--- src/rtl/jtdd2_snd_romfetch.sv ---
// jtdd2_snd_romfetch: arbitrates the Z80 and ADPCM ROM clients onto one 16-bit SDRAM read port, with a one-word hit cache for each client
module jtdd2_snd_romfetch #(
    parameter logic [21:0] MAIN_OFFSET = 22'h00_0000,
    parameter logic [21:0] PCM_OFFSET  = 22'h01_0000
) (
    input  logic        clk,
    input  logic        rst_n,
    input  logic        main_cs,
    input  logic [14:0] main_addr,
    output logic [7:0]  main_data,
    output logic        main_ok,
    input  logic        pcm_cs,
    input  logic [17:0] pcm_addr,
    output logic [7:0]  pcm_data,
    output logic        pcm_ok,
    output logic        sdram_req,
    output logic [21:0] sdram_addr,
    input  logic        sdram_ack,
    input  logic        sdram_rdy,
    input  logic [15:0] sdram_data
);
    typedef enum logic [1:0] {IDLE, WAIT_ACK, WAIT_DATA} state_t;
    state_t      state_q;
    logic        main_valid_q, pcm_valid_q;
    logic [13:0] main_tag_q;
    logic [16:0] pcm_tag_q;
    logic [15:0] main_word_q, pcm_word_q;
    logic        last_pcm_q, gnt_pcm_q;
    logic [16:0] gnt_tag_q;
    logic        main_miss, pcm_miss, pick_pcm, fill;
    logic [21:0] main_req_addr, pcm_req_addr;
    // hit detection, byte selection and arbitration are all combinational
    always_comb begin
        main_ok       = main_cs && main_valid_q && main_tag_q == main_addr[14:1];
        pcm_ok        = pcm_cs && pcm_valid_q && pcm_tag_q == pcm_addr[17:1];
        main_data     = main_addr[0] ? main_word_q[15:8] : main_word_q[7:0];
        pcm_data      = pcm_addr[0] ? pcm_word_q[15:8] : pcm_word_q[7:0];
        main_miss     = main_cs && !main_ok;
        pcm_miss      = pcm_cs && !pcm_ok;
        pick_pcm      = pcm_miss && (!main_miss || !last_pcm_q);
        main_req_addr = MAIN_OFFSET + {8'd0, main_addr[14:1]};
        pcm_req_addr  = PCM_OFFSET + {5'd0, pcm_addr[17:1]};
        fill          = sdram_rdy && (state_q == WAIT_DATA || (state_q == WAIT_ACK && sdram_ack));
    end
    // request FSM plus cache fill of the granted client only
    always_ff @(posedge clk) begin
        if (!rst_n) begin
            state_q      <= IDLE;
            sdram_req    <= 1'b0;
            sdram_addr   <= 22'd0;
            main_valid_q <= 1'b0;
            pcm_valid_q  <= 1'b0;
            main_tag_q   <= 14'd0;
            pcm_tag_q    <= 17'd0;
            main_word_q  <= 16'd0;
            pcm_word_q   <= 16'd0;
            last_pcm_q   <= 1'b1;
            gnt_pcm_q    <= 1'b0;
            gnt_tag_q    <= 17'd0;
        end else begin
            case (state_q)
                IDLE: if (main_miss || pcm_miss) begin
                    state_q    <= WAIT_ACK;
                    sdram_req  <= 1'b1;
                    sdram_addr <= pick_pcm ? pcm_req_addr : main_req_addr;
                    gnt_pcm_q  <= pick_pcm;
                    last_pcm_q <= pick_pcm;
                    gnt_tag_q  <= pick_pcm ? pcm_addr[17:1] : {3'd0, main_addr[14:1]};
                end
                WAIT_ACK: if (sdram_ack) begin
                    sdram_req <= 1'b0;
                    state_q   <= sdram_rdy ? IDLE : WAIT_DATA;
                end
                WAIT_DATA: if (sdram_rdy) state_q <= IDLE;
                default: state_q <= IDLE;
            endcase
            if (fill && gnt_pcm_q) begin
                pcm_word_q  <= sdram_data;
                pcm_tag_q   <= gnt_tag_q;
                pcm_valid_q <= 1'b1;
            end
            if (fill && !gnt_pcm_q) begin
                main_word_q  <= sdram_data;
                main_tag_q   <= gnt_tag_q[13:0];
                main_valid_q <= 1'b1;
            end
        end
    end
endmodule

--- config.mk ---
export PLATFORM = sky130hd
export DESIGN_NAME = jtdd2_snd_romfetch
export DESIGN_NICKNAME = d
export VERILOG_FILES = /design/src/rtl/jtdd2_snd_romfetch.sv
export SDC_FILE = /design/constraint.sdc
export NUM_CORES = 1
export LEC_CHECK = 0
export CAP_MARGIN = 20
export CORE_MARGIN = 2
export CORE_UTILIZATION = 40
export DETAILED_ROUTE_END_ITERATION = 6
export PLACE_DENSITY = 0.67
export SLEW_MARGIN = 20
export SYNTH_ARGS = -nofsm -noshare
export SYNTH_HDL_FRONTEND = slang
export SYNTH_SLANG_ARGS = --single-unit
--- constraint.sdc ---
create_clock -name clk -period 2.7 [get_ports clk]
set_input_delay 0.54 -clock clk [delete_from_list [all_inputs] [get_ports clk]]
set_output_delay 0.54 -clock clk [all_outputs]
set_load 0.02 [all_outputs]
---- Word-level counts from Yosys, hierarchy flattened ----
Cells that the tools add are included.
word-level totals
  register bits ........................... 109
  logic and storage cells ................. 56
  input bits .............................. 55
cells by class
  eq/ne operators ......................... 7
  reductions and logical operators ........ 24
  multiplexer cells ....................... 12
  $add $sub $neg .......................... 1
operator list
  operator                  number
  $add A17 B17 Y18 const A  1
  $mux W18                  1
  $eq A17 B17 Y1            1
  $mux W17                  1
  $mux W8                   2
  $eq A14 B14 Y1            1
  $logic_and A1 B1 Y1       11
  $mux W2                   4
  $ne A2 B2 Y1 const B      3
  $pmux W2 S3               1
  $reduce_and A3 Y1         2
  $logic_not A1 Y1          5
  $logic_or A1 B1 Y1        3
  $eq A2 B1 Y1 const B      1
  $eq A2 B2 Y1 const B      1
  $logic_not A2 Y1          1
  $mux W1                   2
  $pmux W1 S2               1
  $reduce_and A2 Y1         1
  $reduce_bool A2 Y1        1

---- Longest topological paths before layout ----
  depth after elaboration ................. 8
  depth in mapped cells ................... 8

---- Worst setup path after synthesis ----
No wires, ideal clock.
  kind .................................... input port to flip-flop
  start point ............................. in main_addr[12]
  end point ............................... reg gnt_tag_q[4]
  library setup time ...................... 0.125 ns
  data arrival time ....................... 2.527 ns
  stages .................................. 7
  buffers on the path ..................... 1
  required time ........................... 2.575 ns
  path slack .............................. 0.049 ns
  path through ............................ xor2_1 -> or4_1 -> or4_4 -> a311o_4 -> buf_6 -> nor3_2 -> nor4_2
on the way
  cells in the longest elaborated chain, start to end .. 8
  elaborated cells on any way between the ends .. 10
  classes of those cells .................. eq/ne: 1; mux: 1; reduce/logical: 8
RTL lines
  what                     line  text
  start: declaration       9     input logic [14:0] main_addr,
  $eq A14 B14 Y1 (*)       34    main_ok = main_cs && main_valid_q && main_tag_q == main_addr[14:1];
  $logic_and A1 B1 Y1 (*)  34
  $logic_not A1 Y1 (*)     38    main_miss = main_cs && !main_ok;
  $logic_and A1 B1 Y1 (*)  38
  $logic_not A1 Y1         40    pick_pcm = pcm_miss && (!main_miss || !last_pcm_q);
  $logic_or A1 B1 Y1       40
  $logic_and A1 B1 Y1      40
  $mux W17                 68    gnt_tag_q <= pick_pcm ? pcm_addr[17:1] : {3'd0, main_addr[14:1]};
  end signal: assignment   68
  end: declaration         29    logic [16:0] gnt_tag_q;
Every way passes the cells marked *; elsewhere a longest branch is shown, timed or not.
A chain may end at the register's enable or synchronous reset.

---- Final worst setup path ----
  start point ............................. in main_addr[12]
  end point ............................... reg gnt_tag_q[2]
The elaborated chain is that of the path after synthesis.

==> impl_metrics.toml <==
[grt]
grt_pass1_vias = 3604
grtUsageTotal_pct = 21.2
grt_overflow = 0
grt_max_degree = 32
antenna_found_initial = 0
grt_pass1_wl_um = 18700

[placed_design]
port_buffers = 91
dp_hpwl_um = 8630
gp_congestion = 0.860
place_ws_ns = -0.571
dp_cells = 728

[final_layout]
layout.nets = 664
seq_area_sq_mm = 0.00176
area_delta_synth_final_pct = 39.6
insertedDiodeCount = 0
final_cells = 747
nFillCells = 882
multi_input_area_sq_mm = 0.00218
drive_gt1_share_pct = 19.2

[yosys]
synthSimpleGateAreaFrac_pct = 28.1
synth-async-reset-ratio_pct = 0
synthXorXnorAreaFrac_pct = 6.63
synth_top_family_by_area = "simple AND/OR/NAND/NOR gates"
syn_inst = 487
muxShareOfSynthArea_pct = 4.65
ys_ff_latch = 88
yosysWarnings = 0
synth_area_leader_cell = "dfxtp_1"
synth_compound_area_share_pct = 12.2
yosys-top-cells-area = "dfxtp_1 43%, nand2_1 12%, a21oi_1 7.9%"
syn_avg_cell_area_sq_um = 8.40
ys.flop_type = "dfxtp_1"
synth_cell_types = 40
synth_edf_count = 0
synth_adder_area_share_pct = 0
syn_area_sq_mm = 0.00409
yosysSeqAreaShare_pct = 43.0
yosysTopAreaCellShare_pct = 43.0

[route]
drt_iter0_drc = 258
vias = 3906
drt-pass1-iter-count = 4
wire_per_inst_um = 16.1
post-route-drc-count = 0
avgViaCountPerCell = 5.23
ant_nets = 0
drt-total-wl_um = 12000

[worst_hold_path]
hold_class = "reg -> reg"

[pwr]
powerDensity_mw_per_mm2 = 542
peakVddDrop_mv = 0.240
p_leak_nw = 2.17

[timing]
setup_slack_ns = 0.0447
fmax_ghz = 0.377
fin_crit_sh_pct = 98.3
setup_viol = 0
drv_slew = 0
tightestPinTransition_ns = 0.610
period_minus_slack_ns = 2.66
fin_worst_skew_ns = 0.0101
hold_viol_final = 0
slew_headroom_pct = 59.3

[floorplanning]
initial_utilization_pct = 41.5
core_sq_mm = 0.00986
die_width_um = 105
rows = 36
die_h_um = 105
pin_count = 96
dieArea_sq_mm = 0.0111

[cts]
root_buffer = "clkbuf_8"
clk_pin_slew_ns = 0.09
cts_buffer_depth = 2
cts_buffers = 9
cts_tree = "built"
clock-sinks = 88
htreeDepth = 3
clk_latency_ns = 0.36

[critical_path]
start_kind = "input pin"
worstPathArrival_ns = 2.90
cp-end-kind = "flip-flop"
rrSetupSlack_ns = 0.13
crit_required_ns = 2.95
critPathKind = "in -> reg"
crit_fanout = 8

[outcome]
status = "finished clean"

[run]
maxCapViolations = 0
cells in the mapped netlist (3+ instances only):
cell type and n:
nor4_1 14, buf_6 3, a21oi_1 65, nand2_1 133, dfxtp_1 88, mux2_2 16
xnor2_1 7, nor2_1 7, a32o_1 4, and3b_1 14, xor2_1 24, nor3_1 18
clkbuf_1 27, inv_1 3, nand4_1 3, nor4_2 7, nor3_2 10, o21ai_0 16
buf_4 4
sequential cells by signal, indices dropped and copies added, names as in the netlist:
signal,cells
gnt_pcm_q,1
gnt_tag_q,17
last_pcm_q,1
main_tag_q,14
main_valid_q,1
main_word_q,16
pcm_tag_q,17
pcm_valid_q,1
pcm_word_q,16
sdram_addr,1
sdram_req,1
state_q,2
layout by cell type, fill, tap and decap left out, types with 2 or more instances in the layout:
master           count
a21oi_1             65
a32o_1               4
and3b_1             14
buf_12               5
buf_4               47
bufinv_16            3
clkbuf_8             9
clkdlybuf4s50_1     81
conb_1               4
dfxtp_1             88
dlygate4sd2_1        8
inv_1                2
inv_6                2
mux2_2              16
nand2_1            133
nand3_1              2
nand3b_1             2
nand4_1              3
nor2_1               6
nor3_1              18
nor3_2              10
nor4_1              11
nor4_2              10
o21ai_0             15
xnor2_1              6
xor2_1              24
per-stage QoR:
stage	TNS (ns)	power [mW]	instance area, sq um	hold slack, ns	utilization [%]
floorplan	0	1.69	4100	0.433	-
global placement	-10.76	1.96	5430	0.438	55.0
detailed placement	-11.34	1.97	5430	0.444	55.0
CTS	0	3.10	5700	0.458	57.7
global route	-0.0101	3.21	5710	0.475	57.9
finish	0	3.10	5710	0.457	57.9
area by class of cell:
class,instances,share of cell area (%)
sequential,88,30.8
inverter,3,0.197
multi-input combinational,364,38.2
timing repair buffer,143,23.5
clock inverter,7,2.21
tap,133,2.91
clock buffer,9,2.17
what timing repair did:
item,in CTS,in global routing
hold endpoints to repair,0,0
buffers inserted,1,0
pin swaps,4,3
cloned,1,1
gates resized for setup,17,4
setup endpoints to repair,22,13
hold buffers,0,0
report_power, final:
part	switching, mW	internal (mW)
Clock	0.508	0.628
Combinational	0.282	0.271
Sequential	0.0591	1.35
Total	0.849	2.25
cell families (layout without fill, tap and decap cells):
family          count (synthesis)  in the layout
xor+xnor                       31             31
mux                            17             17
other cells                     1              4
simple gates                  220            221
compound gates                 90             91
buf+inv                        40            162
flops                          88             88
worst max-delay path: stages:
cell and delay (ns):
dlygate4sd2_1 0.26, xor2_1 0.16, or4_1 0.53, or4_4 0.56, a311o_4 0.47, nor3_1 0.28
nor4_2 0.09
per-layer routing:
metal	track usage, %	share of wire [%]	vias up
met2	32.8	45	133
met3	2.81	5.6	16
met5	0	0	-
met1	30.0	47	1846
met4	7.81	1.6	0
li1	-	-	1911
worst paths after layout:
path | depth (start not counted) | startpoint | to
setup / recovery | 7 | main_addr[12] | gnt_tag_q[2]
hold / removal | 2 | main_word_q[15] | main_word_q[15]
setup reg to reg | 6 | main_tag_q[7] | gnt_tag_q[2]
hold reg to reg | 2 | main_word_q[15] | main_word_q[15]
Note: power is estimated with default switching activity, not from simulation.
